[src/rtl/overcooked_pkg.sv]
`default_nettype none
// ============================================================================
// Module   : overcooked_pkg
// Brief    : Shared kitchen geometry, game states and the walkable floor map.
// Revision : 1.0 - initial release
// ============================================================================
package overcooked_pkg;

    typedef enum logic [1:0] {
        DIR_UP    = 2'd0,
        DIR_RIGHT = 2'd1,
        DIR_DOWN  = 2'd2,
        DIR_LEFT  = 2'd3
    } dir_e;

    localparam logic [2:0] GS_START = 3'd0;
    localparam logic [2:0] GS_PLAY  = 3'd1;

    localparam int TILE      = 32;
    localparam int GRID_COLS = 13;
    localparam int GRID_ROWS = 8;
    localparam int GRID_X0   = 96;
    localparam int GRID_Y0   = 48;

    // Row 7 is the MSB slice; bit index within a row is the column.
    localparam logic [GRID_ROWS-1:0][GRID_COLS-1:0] WALKABLE = {
        13'h0000,
        13'h0FFE,
        13'h0FFE,
        13'h0FFE,
        13'h0E0E,
        13'h0FFE,
        13'h0FFE,
        13'h0000
    };

    function automatic logic is_walkable(input logic [2:0] row, input logic [3:0] col);
        is_walkable = 1'b0;
        if (col < 4'(GRID_COLS)) begin
            is_walkable = WALKABLE[row][col];
        end
    endfunction

endpackage
`default_nettype wire

[src/rtl/player_move_tile_check.sv]
`default_nettype none
// ============================================================================
// Module   : player_move_tile_check
// Brief    : Combinational legality check of a 32x32 box at (pos_x, pos_y).
// Revision : 1.0 - initial release
// ============================================================================
module player_move_tile_check
    import overcooked_pkg::*;
(
    input  logic signed [9:0] pos_x,
    input  logic signed [9:0] pos_y,
    output logic              legal
);

    logic [3:0] corner_ok;

    generate
        for (genvar k = 0; k < 4; k++) begin : g_corner
            localparam logic signed [10:0] C_OFF_X = (k % 2 == 1) ? 11'sd31 : 11'sd0;
            localparam logic signed [10:0] C_OFF_Y = (k / 2 == 1) ? 11'sd31 : 11'sd0;

            logic signed [10:0] rel_x;
            logic signed [10:0] rel_y;
            logic               in_grid;

            // One extra bit so corner offsets near the right/bottom edges cannot wrap.
            assign rel_x   = {pos_x[9], pos_x} + C_OFF_X - 11'(GRID_X0);
            assign rel_y   = {pos_y[9], pos_y} + C_OFF_Y - 11'(GRID_Y0);
            assign in_grid = (rel_x >= 11'sd0) && (rel_x <= 11'(GRID_COLS * TILE - 1)) &&
                             (rel_y >= 11'sd0) && (rel_y <= 11'(GRID_ROWS * TILE - 1));

            assign corner_ok[k] = in_grid && is_walkable(rel_y[7:5], rel_x[8:5]);
        end
    endgenerate

    assign legal = &corner_ok;

endmodule
`default_nettype wire

[src/rtl/player_move.sv]
`default_nettype none
// ============================================================================
// Module   : player_move
// Brief    : Per-frame player position/facing update clipped to the floor map.
// Revision : 1.0 - initial release
// ============================================================================
module player_move
    import overcooked_pkg::*;
#(
    parameter int START_X = 300,
    parameter int START_Y = 208
) (
    input  logic       vsync,
    input  logic       reset,
    input  logic       left,
    input  logic       right,
    input  logic       up,
    input  logic       down,
    input  logic [2:0] game_state,
    output logic [8:0] player_loc_x,
    output logic [8:0] player_loc_y,
    output logic [1:0] player_direction,
    output logic       moving,
    output logic       blocked,
    output logic [1:0] walk_frame
);

    logic [8:0] x_q, x_d;
    logic [8:0] y_q, y_d;
    dir_e       dir_q, dir_d;
    logic       moving_q, moving_d;
    logic       blocked_q, blocked_d;
    logic [1:0] walk_frame_q, walk_frame_d;
    logic [3:0] hold_q, hold_d;
    logic [2:0] step_q, step_d;

    logic              req_valid;
    dir_e              req_dir;
    logic              fast;
    logic signed [9:0] step_s;
    logic signed [9:0] pos_x_s, pos_y_s;
    logic signed [9:0] full_x, full_y, one_x, one_y;
    logic              full_ok, one_ok;

    always_comb begin
        req_valid = up | right | down | left;
        req_dir   = DIR_UP;
        if (up) begin
            req_dir = DIR_UP;
        end else if (right) begin
            req_dir = DIR_RIGHT;
        end else if (down) begin
            req_dir = DIR_DOWN;
        end else if (left) begin
            req_dir = DIR_LEFT;
        end
    end

    assign fast    = (hold_q >= 4'd8);
    assign step_s  = fast ? 10'sd2 : 10'sd1;
    assign pos_x_s = $signed({1'b0, x_q});
    assign pos_y_s = $signed({1'b0, y_q});

    // Full-step and 1-pixel candidates are evaluated side by side.
    always_comb begin
        full_x = pos_x_s;
        full_y = pos_y_s;
        one_x  = pos_x_s;
        one_y  = pos_y_s;
        case (dir_q)
            DIR_UP: begin
                full_y = pos_y_s - step_s;
                one_y  = pos_y_s - 10'sd1;
            end
            DIR_RIGHT: begin
                full_x = pos_x_s + step_s;
                one_x  = pos_x_s + 10'sd1;
            end
            DIR_DOWN: begin
                full_y = pos_y_s + step_s;
                one_y  = pos_y_s + 10'sd1;
            end
            default: begin
                full_x = pos_x_s - step_s;
                one_x  = pos_x_s - 10'sd1;
            end
        endcase
    end

    player_move_tile_check u_check_full (
        .pos_x (full_x),
        .pos_y (full_y),
        .legal (full_ok)
    );

    player_move_tile_check u_check_one (
        .pos_x (one_x),
        .pos_y (one_y),
        .legal (one_ok)
    );

    always_comb begin
        x_d          = x_q;
        y_d          = y_q;
        dir_d        = dir_q;
        moving_d     = 1'b0;
        blocked_d    = 1'b0;
        walk_frame_d = walk_frame_q;
        hold_d       = hold_q;
        step_d       = step_q;

        case (game_state)
            GS_START: begin
                x_d          = 9'(START_X);
                y_d          = 9'(START_Y);
                dir_d        = DIR_UP;
                walk_frame_d = 2'd0;
                hold_d       = 4'd0;
                step_d       = 3'd0;
            end
            GS_PLAY: begin
                if (!req_valid) begin
                    hold_d       = 4'd0;
                    step_d       = 3'd0;
                    walk_frame_d = 2'd0;
                end else if (req_dir != dir_q) begin
                    dir_d  = req_dir;
                    hold_d = 4'd0;
                end else begin
                    hold_d = (hold_q == 4'd15) ? 4'd15 : hold_q + 4'd1;
                    if (full_ok || (fast && one_ok)) begin
                        x_d      = full_ok ? full_x[8:0] : one_x[8:0];
                        y_d      = full_ok ? full_y[8:0] : one_y[8:0];
                        moving_d = 1'b1;
                        step_d   = step_q + 3'd1;
                        if (step_q == 3'd7) begin
                            walk_frame_d = walk_frame_q + 2'd1;
                        end
                    end else begin
                        blocked_d    = 1'b1;
                        step_d       = 3'd0;
                        walk_frame_d = 2'd0;
                    end
                end
            end
            default: begin
                hold_d       = 4'd0;
                step_d       = 3'd0;
                walk_frame_d = 2'd0;
            end
        endcase
    end

    always_ff @(posedge vsync or posedge reset) begin
        if (reset) begin
            x_q          <= 9'(START_X);
            y_q          <= 9'(START_Y);
            dir_q        <= DIR_UP;
            moving_q     <= 1'b0;
            blocked_q    <= 1'b0;
            walk_frame_q <= 2'd0;
            hold_q       <= 4'd0;
            step_q       <= 3'd0;
        end else begin
            x_q          <= x_d;
            y_q          <= y_d;
            dir_q        <= dir_d;
            moving_q     <= moving_d;
            blocked_q    <= blocked_d;
            walk_frame_q <= walk_frame_d;
            hold_q       <= hold_d;
            step_q       <= step_d;
        end
    end

    assign player_loc_x     = x_q;
    assign player_loc_y     = y_q;
    assign player_direction = dir_q;
    assign moving           = moving_q;
    assign blocked          = blocked_q;
    assign walk_frame       = walk_frame_q;

endmodule
`default_nettype wire

[config.mk]
export PLATFORM = sky130hd
export DESIGN_NAME = player_move
export DESIGN_NICKNAME = d
export VERILOG_FILES = /design/src/rtl/overcooked_pkg.sv /design/src/rtl/player_move_tile_check.sv /design/src/rtl/player_move.sv
export SDC_FILE = /design/constraint.sdc
export NUM_CORES = 1
export LEC_CHECK = 0
export ABC_AREA = 1
export CAP_MARGIN = 30
export CORE_ASPECT_RATIO = 0.5
export CORE_MARGIN = 10
export CORE_UTILIZATION = 55
export DETAILED_ROUTE_END_ITERATION = 8
export PLACE_DENSITY_LB_ADDON = 0.2
export SYNTH_ARGS = -nofsm -noshare
export SYNTH_HDL_FRONTEND = slang
export SYNTH_SLANG_ARGS = --single-unit
[constraint.sdc]
create_clock -name vsync -period 4.5 [get_ports vsync]
set_clock_uncertainty 0.05 [all_clocks]
set_input_delay 1.35 -clock vsync [delete_from_list [all_inputs] [get_ports vsync]]
set_output_delay 1.35 -clock vsync [all_outputs]
set_load 0.01 [all_outputs]
Word-level counts from Yosys, hierarchy flattened --
Memories as Yosys holds them, arrays and structs flattened. Index checks and enable logic that the tools add are counted.
Cells by class: muxes and demuxes 71, equal/unequal tests 12, order comparisons 29, bitwise gates (word level) 3, add/subtract/negate cells 23, reductions and logical operators 39
Operator list (count):
- 11-bit by 1-bit greater-or-equal comparator with 1-bit output, second input constant | 8
- 10-bit case mux with 2 select lines | 4
- 9-bit two-way mux | 8
- 13-bit two-way mux | 4
- 10-bit by 6-bit adder with 11-bit output, second input constant | 4
- 11-bit by 10-bit <= comparator with 1-bit output, second input constant | 4
- 11-bit by 9-bit <= comparator with 1-bit output, second input constant | 4
- 9-bit case mux with 2 select lines | 2
- 1-bit binary-select mux with 4-bit select | 8
- 1-bit logical AND | 29
- 1-bit two-way mux | 24
- 2-bit two-way mux | 12
- 10-bit by 7-bit subtractor with 11-bit output, second input constant | 2
- 10-bit by 8-bit subtractor with 11-bit output, second input constant | 2
- 11-bit by 6-bit subtractor with 11-bit output, second input constant | 2
- 11-bit by 7-bit subtractor with 11-bit output, second input constant | 2
- 9-bit by 1-bit adder with 10-bit output, second input constant | 2
- 9-bit by 2-bit adder with 10-bit output | 2
- 4-bit by 5-bit less-than comparator with 1-bit output, second input constant | 4
- 9-bit by 1-bit subtractor with 10-bit output, second input constant | 2
- 9-bit by 2-bit subtractor with 10-bit output | 2
- 3-bit by 4-bit less-than comparator with 1-bit output, second input constant | 4
- 4-bit less-than comparator, second input constant | 4
- 4-bit two-way mux | 4
- other kinds (24) | 34
Storage, ports and cells: output and inout bits 24, memories 4, input bits 9, bits in registers 31, memory bits (read-only) 416, word-level logic and storage cells 189
Memory list:
- (no name shown) | words 8, width 13, rd ports 1, clocked after memory_dff 0, wr ports 0, line overcooked_pkg.sv:40 | is_walkable = WALKABLE[row][col];
- (no name shown) | words 8, width 13, rd ports 1, clocked after memory_dff 0, wr ports 0, line overcooked_pkg.sv:40
- (no name shown) | words 8, width 13, rd ports 1, clocked after memory_dff 0, wr ports 0, line overcooked_pkg.sv:40
- (no name shown) | words 8, width 13, rd ports 1, clocked after memory_dff 0, wr ports 0, line overcooked_pkg.sv:40

Depth between registers and ports, before layout --
Gate-level depths: netlist of run 1.
depth after elaboration 18, gate-level depth with buffers 37, depth with buffers taken out 34

Hierarchy --
Synthesis of run 1 repeated with hierarchy kept, for this count alone.
Second synthesis, totals: cells, all modules 972, area, all modules 5509.0 um^2
Modules (own cells, without submodules):
- player_move | instances 1, seq. area each 784.5 um^2, area an instance 3321.9 um^2, cells an instance 545
- player_move_tile_check at u_check_one | instances 1, seq. area each 0.0 um^2, area an instance 1163.6 um^2, cells an instance 228
- player_move_tile_check at u_check_full | instances 1, seq. area each 0.0 um^2, area an instance 1023.5 um^2, cells an instance 199

Worst setup path before layout of run 1 --
Ideal clock, no wire load.
kind flip-flop to flip-flop, start register dir_q[0] (netlist: player_direction[0]), end register x_q[6] (netlist: player_loc_x[6]), buffers on the path 5, arrival 4.166 ns, slack 0.166 ns, data required time 4.332 ns, stages on the path, launching flop included 34, clock period less this slack 4.334 ns, setup time 0.118 ns, path through dfrtp_1 buf_6 buf_6 buf_2 nor2_1 inv_1 ha_1 buf_4 a21oi_1 nand2_1 nand2_1 nand2_1 nand2_1 nand3_1 nand2_1 inv_1 ha_1 nand3b_1 nand2_1 inv_1 ha_1 nand3b_1 nand2_1 nand2_1 nand2_1 nor2_1 nand2_1 inv_1 nand2_1 nand3_2 nand3_4 buf_6 nand2_1 o21ai_2
On the way: cells in the longest elaborated chain, start to end 16, elaborated cells between the ends (all ways) 113, those cells by class add/sub: 12; order compare: 20; eq/ne: 5; mux: 37; reduce/logical: 35; memory: 4
RTL lines:
- start, declared | line player_move.sv:30 | dir_e dir_q, dir_d;
- start signal, assigned | line player_move.sv:167 | dir_q <= dir_d;
- 2-bit equality test or 2-bit zero test (tied branches) | line player_move.sv:70 | case (dir_q)
- 10-bit case mux with 2 select lines or 2-bit OR reduction (tied branches)
- 10-bit by 6-bit adder with 11-bit output or 10-bit case mux with 2 select lines (tied branches) | line player_move_tile_check.sv:28, player_move.sv:70
- 11-bit by 6-bit subtractor with 11-bit output or 10-bit by 6-bit adder with 11-bit output (tied branches) | line player_move_tile_check.sv:28, player_move_tile_check.sv:27
- memory 8 x 13 bit or 11-bit by 7-bit subtractor with 11-bit output (tied branches)
- 13-bit two-way mux (not written as such), or another cell as far along | line overcooked_pkg.sv:40
- 1-bit binary-select mux with 4-bit select or 1-bit logical AND (tied branches) | line overcooked_pkg.sv:40, player_move_tile_check.sv:29
- 1-bit two-way mux (not written as such) or 1-bit logical AND (tied branches) | line overcooked_pkg.sv:40, player_move_tile_check.sv:29
- 1-bit two-way mux or 1-bit logical AND (tied branches) | line overcooked_pkg.sv:39, player_move_tile_check.sv:30
- 1-bit logical AND | line player_move_tile_check.sv:32 | assign corner_ok[k] = in_grid && is_walkable(rel_y[7:5], rel_x[8:5]);
- 4-bit AND reduction | line player_move_tile_check.sv:36 | assign legal = &corner_ok;
- 9-bit two-way mux | line player_move.sv:132 | x_d = full_ok ? full_x[8:0] : one_x[8:0];
- 9-bit two-way mux | line player_move.sv:131 | if (full_ok || (fast && one_ok)) begin
- 9-bit two-way mux | line player_move.sv:126 | end else if (req_dir != dir_q) begin
- 9-bit two-way mux | line player_move.sv:122 | if (!req_valid) begin
- 9-bit case mux with 2 select lines | line player_move.sv:112 | case (game_state)
- end signal, assigned | line player_move.sv:156 | x_q <= 9'(START_X);
- end, declared | line player_move.sv:28 | logic [8:0] x_q, x_d;
Several ways; a longest one is shown, not always the timed one. The select of a mux whose other input is x is not followed. A chain may end at the register's enable or synchronous reset.

Final worst setup path of run 1 --
start register dir_q[1] (netlist: player_direction[1]), end register y_q[8] (netlist: player_loc_y[8])
On the way: cells in the longest elaborated chain, start to end 16, elaborated cells between the ends (all ways) 113, those cells by class add/sub: 12; order compare: 20; eq/ne: 5; mux: 37; reduce/logical: 35; memory: 4
RTL lines:
- 2-bit equality test or 2-bit zero test (tied branches) | line player_move.sv:70
- 10-bit case mux with 2 select lines or 2-bit OR reduction (tied branches)
- 10-bit by 6-bit adder with 11-bit output or 10-bit case mux with 2 select lines (tied branches) | line player_move_tile_check.sv:28, player_move.sv:70
- 11-bit by 6-bit subtractor with 11-bit output or 10-bit by 6-bit adder with 11-bit output (tied branches) | line player_move_tile_check.sv:28, player_move_tile_check.sv:27
- memory 8 x 13 bit or 11-bit by 7-bit subtractor with 11-bit output (tied branches)
- 13-bit two-way mux (not written as such), or another cell as far along | line overcooked_pkg.sv:40
- 1-bit binary-select mux with 4-bit select or 1-bit logical AND (tied branches) | line overcooked_pkg.sv:40, player_move_tile_check.sv:29
- 1-bit two-way mux (not written as such) or 1-bit logical AND (tied branches) | line overcooked_pkg.sv:40, player_move_tile_check.sv:29
- 1-bit two-way mux or 1-bit logical AND (tied branches) | line overcooked_pkg.sv:39, player_move_tile_check.sv:30
- 1-bit logical AND | line player_move_tile_check.sv:32
- 4-bit AND reduction | line player_move_tile_check.sv:36
- 9-bit two-way mux | line player_move.sv:133 | y_d = full_ok ? full_y[8:0] : one_y[8:0];
- 9-bit two-way mux | line player_move.sv:131
- 9-bit two-way mux | line player_move.sv:126
- 9-bit two-way mux | line player_move.sv:122
- 9-bit case mux with 2 select lines | line player_move.sv:112
- end signal, assigned | line player_move.sv:157 | y_q <= 9'(START_Y);
- end signal, assigned | line player_move.sv:166 | y_q <= y_d;
- end, declared | line player_move.sv:29 | logic [8:0] y_q, y_d;
Several ways; a longest one is shown, not always the timed one. The select of a mux whose other input is x is not followed.

==> results of run 1 <==
[where the power goes]
| group | internal, mW | switching [mW] |
|---|---|---|
| combinational | 0.679 | 1.30 |
| sequential | 0.308 | 0.0315 |
| clock | 0.219 | 0.135 |
| total | 1.21 | 1.47 |
[worst max-delay path by stage]
stage / from / end / slack, ns
global placement: player_direction[0]$_DFFE_PP0P_ / player_loc_x[8]$_DFFE_PP1P_ / -0.07
floorplan: player_direction[0]$_DFFE_PP0P_ / player_loc_x[6]$_DFFE_PP0P_ / 0.17
finish: player_direction[1]$_DFFE_PP0P_ / player_loc_y[8]$_DFFE_PP0P_ / 0.24
detailed placement: player_direction[0]$_DFFE_PP0P_ / player_loc_x[3]$_DFFE_PP1P_ / -0.14
CTS: player_direction[0]$_DFFE_PP0P_ / player_loc_y[0]$_DFFE_PP0P_ / 0.08
global route: player_direction[1]$_DFFE_PP0P_ / player_loc_x[0]$_DFFE_PP0P_ / -0.07
[flip-flops by register name, summed over array words and instances, names as in the netlist]
signal            flops
player_direction      2
walk_frame            2
step_q                3
blocked               1
player_loc_x          9
moving                1
player_loc_y          9
hold_q                4
[placed cells by master (no fill, tap or decap), types with 2 or more instances in the layout]
master           count
nor2_2               7
nand2_2             17
clkdlybuf4s50_1     32
inv_4                2
nand2_4              2
dfrtp_1             23
dfstp_2              7
buf_4               26
nand3b_1             7
nand3_2              4
ha_4                 2
nor2_4               2
nand4_1             19
o22ai_1              2
nor2_1              94
or2_1                4
inv_1              122
clkbuf_16            6
ha_2                 5
fa_1                 4
xor2_1               8
nand2_1            352
nor3_1              10
nand3_1            141
a21oi_1             20
o21ai_2             14
or2_2                8
o21ai_1              6
nand3_4              4
inv_2                8
o21ai_0             13
ha_1                51
[per-stage QoR]
| step | power [mW] | worst slack (ns) | instances |
|---|---|---|---|
| 6_report | 2.68 | 0.243 | 1172 |
| 5_1_grt | 2.96 | -0.0653 | 1172 |
| 4_1_cts | 2.59 | 0.0786 | 1164 |
| 3_5_place_dp | 2.23 | -0.141 | 1155 |
| 3_3_place_gp | 2.20 | -0.0724 | 1154 |
| 2_1_floorplan | 1.77 | 0.166 | 986 |
[per-layer routing]
layer | GRT usage, % | wire, µm | part of all wire (%)
met5 | 0 | 0 | 0
met4 | 6.04 | 329 | 1.9
met3 | 5.81 | 1580 | 9.0
met2 | 32.6 | 7040 | 40
met1 | 32.1 | 8560 | 49
[what timing repair did]
action | in CTS | in global routing
gates resized for setup | 3 | 33
pin swaps | 0 | 4
setup buffers | 0 | 6
endpoints found under the setup margin | 23 | 25
cloned | 1 | 2
[area by class of cell]
| type | count | area (µm²) | share of cell area (%) |
|---|---|---|---|
| Inverter | 132 | 500 | 7.71 |
| Sequential cell | 31 | 786 | 12.1 |
| Tap cell | 135 | 169 | 2.60 |
| Clock buffer | 7 | 143 | 2.20 |
| Timing Repair Buffer | 62 | 599 | 9.23 |
| Clock inverter | 1 | 5.00 | 0.0771 |
| Multi-Input combinational cell | 804 | 4290 | 66.1 |
[cell usage after synthesis (all sizes together)]
| cell type | number | share of area [%] |
|---|---|---|
| nand3 | 147 | 14 |
| a21boi | 1 | 0.13 |
| or2 | 12 | 1.3 |
| a31oi | 1 | 0.11 |
| o22ai | 2 | 0.22 |
| nand2 | 371 | 25 |
| xnor2 | 1 | 0.16 |
| dfrtp | 24 | 11 |
| o21ai | 33 | 3.9 |
| nor4 | 1 | 0.11 |
| nor3 | 11 | 1.1 |
| inv | 132 | 8.8 |
| nand4 | 19 | 2.1 |
| xor2 | 8 | 1.2 |
| dfstp | 7 | 3.3 |
| nor2 | 103 | 7.2 |
| clkbuf | 1 | 0.067 |
| buf | 20 | 3.1 |
| o21bai | 1 | 0.13 |
| a21oi | 21 | 1.9 |
| fa | 4 | 1.4 |
| ha | 58 | 13 |
| nor3b | 1 | 0.13 |
| nand3b | 7 | 0.93 |
[worst max-delay path: cells and delay by family, from the launching register on]
kind	cells	cell delay, ns
adders and majority gates	3	0.87
DFF	1	0.35
and+or+nand+nor	20	2.34
buffers and inverters	4	0.41
AOI/OAI and AO/OA	2	0.10
[cell families (layout without fill, tap and decap cells)]
| logic type | after synthesis | count (layout) |
|---|---|---|
| compound gates | 59 | 59 |
| xor+xnor | 9 | 9 |
| simple gates | 672 | 674 |
| fa+ha+maj | 62 | 62 |
| buf+inv | 153 | 202 |
| flops | 31 | 31 |
==> flow_summary.yaml, run 1 <==
timing:
  tightest_slew_ns: 1.26
  setup_violations: 0
  slew_violations: 0
  rsz0062_at_grt: "yes"
  fin_tns_setup_ns: 0
  min_period_ns: 4.26
  post-route-period-util_pct: 94.6
  hold_viol: 0
  maxSlewHeadroom_pct: 14.9
  whs_ns: 0.472
  max_freq_mhz: 235
synthesis:
  seq_area_frac_synth_pct: 13.9
  yosys.area_share.simple_pct: 52.0
  syn_inst: 986
  yosys.area_share.adder_pct: 14.3
  synth_top_family_by_area: "simple AND/OR/NAND/NOR gates"
  synth-seq-cells: 31
  synth_cell_types: 37
  ys_warn_count: 0
  synth_xor_area_share_pct: 1.40
  synth_mux_area_share_pct: 0
  syn_area_per_cell_um2: 5.70
  syn_nets: 1057
  netlist_area_mm2: 0.00562
  synth_compound_area_share_pct: 6.41
cells_and_area:
  fillers: 930
  synthToLayoutAreaGrowth_pct: 15.5
  final_area_mm2: 0.00649
  final_nets: 1107
  drive_gt1_share_pct: 11.9
  final_util_pct: 67.0
  antenna_cells: 0
flow_run:
  cap_violations: 0
min_path:
  min_from: "player_loc_y[7]$_DFFE_PP1P_"
  holdPathEnd: "player_loc_y[7]$_DFFE_PP1P_"
  holdCritPathClass: "register to register"
  hold_path_depth: 2
place:
  io_buffer_count: 32
  gp_congestion: 0.971
  dp_hpwl_mm: 13.7
  postPlaceCellArea_mm2: 0.00613
critical_path:
  start_kind: "register"
  crit_path_end_kind: "register"
  r2r_start: "player_direction[1]$_DFFE_PP0P_"
  cp_slowest_stage_delay_ns: 0.50
  cp.required_ns: 4.63
  slowest_stage: "fa_1"
  r2r_cells: 29
  critPathMaxFanout: 16
  worstReg2RegEnd: "player_loc_y[8]$_DFFE_PP0P_"
  crit_arrival_ns: 4.38
  rrSetupSlack_ns: 0.24
  critPathKind: "register to register"
die:
  row_count: 25
  die_area_mm2: 0.0149
  pin_count: 33
  start_util_pct: 58.0
  die_y_um: 91.5
  core_area_mm2: 0.00970
  die_w_um: 163
cts:
  cts-root-buf: "clkbuf_16"
  clk_latency_ns: 0.29
  cts_tree: "yes"
  cts_made_buffers: 5
  clkTransAtPathRegs_ns: 0.06
  holdBufCountCts: 0
  cts_buffer_depth: 2
  clock_sinks: 31
  htree_levels: 2
grt:
  grt_overflow: 0
  grt_util_all_layers_pct: 22.6
  antenna_found_initial: 0
  grt_first_pass_wirelength_mm: 28.4
  grt_pass1_vias: 5917
  grt_start_max_net_pins: 31
routing:
  drtPass1Iterations: 4
  avgRoutedWirePerCell_um: 14.9
  drtIter0Drc: 607
  drc: 0
  drt_wl_total_mm: 17.5
  vias: 6469
  detail-route-antenna-nets: 0
  viasPerCell: 5.52
status:
  status: "complete, no violations"
power_and_ir_drop:
  p_leak_nw: 3.57
  powerDensity_mw_per_mm2: 412
  max-vdd-ir-drop_v: 0.000167
Note: power is estimated with default switching activity, not from simulation.
==> run 2, diff against run 1 <==
Settings changed: CORE_UTILIZATION 55 to 45.
==> run 2 against run 1 <==
The flow now finishes with violations (capacitance limit). Register-to-register slack worse by 0.02 ns. Wire length rose by 3.0%. Hold slack got worse by 0.015 ns. Clock-buffer cell count is 1 higher. Combinational power grew 3%. Sequential share of layout area fell by 0.37 points. Power rose by 2.8%. First-iteration DRC count down 5.3%. Critical path depth is 2 higher. Core utilization shrank 11 points. Setup slack got worse by 0.021 ns. Critical endpoint is now player_loc_y[5]$_DFFE_PP0P_. Final area is 3.1% higher.
==> flow_summary.yaml, run 2 (synthesis results as in run 1) <==
cts:
  cts_made_buffers: 5
  cts_buffer_depth: 2
  cts_tree: "yes"
  htree_levels: 2
  clock_sinks: 31
  holdBufCountCts: 0
  cts-root-buf: "clkbuf_16"
  clkTransAtPathRegs_ns: 0.06
  clk_latency_ns: 0.29
grt:
  grt_overflow: 0
  antenna_found_initial: 0
  grt_first_pass_wirelength_mm: 28.0
  grt_start_max_net_pins: 37
  grt_util_all_layers_pct: 19.3
  grt_pass1_vias: 5597
critical_path:
  slowest_stage: "dfrtp_2"
  r2r_start: "player_direction[0]$_DFFE_PP0P_"
  cp_slowest_stage_delay_ns: 0.43
  crit_arrival_ns: 4.40
  rrSetupSlack_ns: 0.22
  crit_path_end_kind: "register"
  critPathKind: "register to register"
  cp.required_ns: 4.63
  start_kind: "register"
  crit_top_cell: "nand2_1"
  r2r_cells: 31
  critPathMaxFanout: 7
  worstReg2RegEnd: "player_loc_y[5]$_DFFE_PP0P_"
routing:
  detail-route-antenna-nets: 0
  drtIter0Drc: 575
  drt_wl_total_mm: 18.0
  vias: 6471
  drc: 0
  avgRoutedWirePerCell_um: 14.9
  drtPass1Iterations: 6
  viasPerCell: 5.33
min_path:
  min_from: "hold_q[0]$_DFF_PP0_"
  holdPathEnd: "hold_q[0]$_DFF_PP0_"
  hold_path_depth: 1
  holdCritPathClass: "register to register"
status:
  status: "finished, violations left"
  violations: "capacitance limit"
cells_and_area:
  final_cell_mix: "nand2_1 (345), nand3_1 (136), inv_1 (119), nor2_1 (95), ha_1 (49)"
  final_util_pct: 55.7
  fillers: 1231
  final_common_cell: "nand2_1"
  antenna_cells: 0
  final_nets: 1118
  drive_gt1_share_pct: 14.7
  synthToLayoutAreaGrowth_pct: 19.1
place:
  pre_cts_ws_ns: -0.196
  io_buffer_count: 32
  dp_hpwl_mm: 14.1
  gp_congestion: 0.937
die:
  pin_count: 33
  die_w_um: 178
  die_area_mm2: 0.0176
  row_count: 28
  start_util_pct: 46.8
  core_area_mm2: 0.0120
  die_y_um: 99.1
timing:
  maxSlewHeadroom_pct: 1.56
  max_freq_mhz: 234
  tightest_slew_ns: 1.46
  setup_violations: 0
  post-route-period-util_pct: 95.1
  min_period_ns: 4.28
  fin_ws_ns: 0.222
  hold_viol: 0
  slew_violations: 0
flow_run:
  cap_violations: 1
power_and_ir_drop:
  p_leak_nw: 3.62
  max-vdd-ir-drop_v: 0.000163
  powerDensity_mw_per_mm2: 411
==> run 2: how the worst max path moves through the flow <==
stage	from	endpoint	slack, ns	cells past startpoint
floorplan	player_direction[0]$_DFFE_PP0P_	player_loc_x[6]$_DFFE_PP0P_	0.17	33
global placement	player_direction[0]$_DFFE_PP0P_	player_loc_y[8]$_DFFE_PP0P_	-0.07	29
detailed placement	player_direction[0]$_DFFE_PP0P_	player_loc_y[8]$_DFFE_PP0P_	-0.20	29
CTS	player_direction[0]$_DFFE_PP0P_	player_loc_y[8]$_DFFE_PP0P_	0.02	29
global route	player_direction[0]$_DFFE_PP0P_	player_loc_x[3]$_DFFE_PP1P_	-0.05	28
finish	player_direction[0]$_DFFE_PP0P_	player_loc_y[5]$_DFFE_PP0P_	0.22	31
==> run 2: critical path: cells and delay by family (launching register included) <==
| kind | cells | cell delay, ns |
|---|---|---|
| AO/OA/AOI/OAI | 1 | 0.05 |
| buffers and inverters | 5 | 0.57 |
| AND/OR/NAND/NOR | 22 | 2.39 |
| adder cells (fa/ha/maj) | 3 | 0.66 |
| flip-flops | 1 | 0.43 |
==> run 2: layout make-up <==
| cell class | instances | area (µm²) | share of cell area, % |
|---|---|---|---|
| flip-flops and latches | 31 | 786 | 11.7 |
| clock buffers | 8 | 156 | 2.34 |
| well taps | 165 | 206 | 3.08 |
| inverters | 132 | 505 | 7.55 |
| multi-input cells | 805 | 4390 | 65.6 |
| repair buffers | 72 | 652 | 9.73 |
==> run 2: power by group <==
| group | internal (mW) | switching [mW] | total (mW) |
|---|---|---|---|
| clock network | 0.236 | 0.141 | 0.377 |
| logic | 0.720 | 1.31 | 2.03 |
| registers | 0.308 | 0.0337 | 0.341 |
==> run 2: metrics by stage <==
stage          instance area (µm²)  setup TNS, ns  cells  hold slack [ns]  total power [mW]
3_3_place_gp                  6140         -0.740   1184            0.450              2.19
3_5_place_dp                  6170          -2.83   1185            0.455              2.22
6_report                      6700              0   1213            0.457              2.75
4_1_cts                       6350              0   1194            0.462              2.61
2_1_floorplan                 5620              0    986            0.420              1.77
5_1_grt                       6700         -0.568   1213            0.480              3.03
==> run 2: what timing repair did <==
item	in CTS	in global routing
pin swaps	0	17
setup endpoints to repair	22	25
setup buffers	0	17
cloned	1	2
resized for setup	3	58
==> run 2: routing by layer <==
metal	wire length (µm)	track usage [%]
met1	8780	28.2
met2	7370	28.5
met3	1680	4.30
met4	206	2.80
met5	0	0
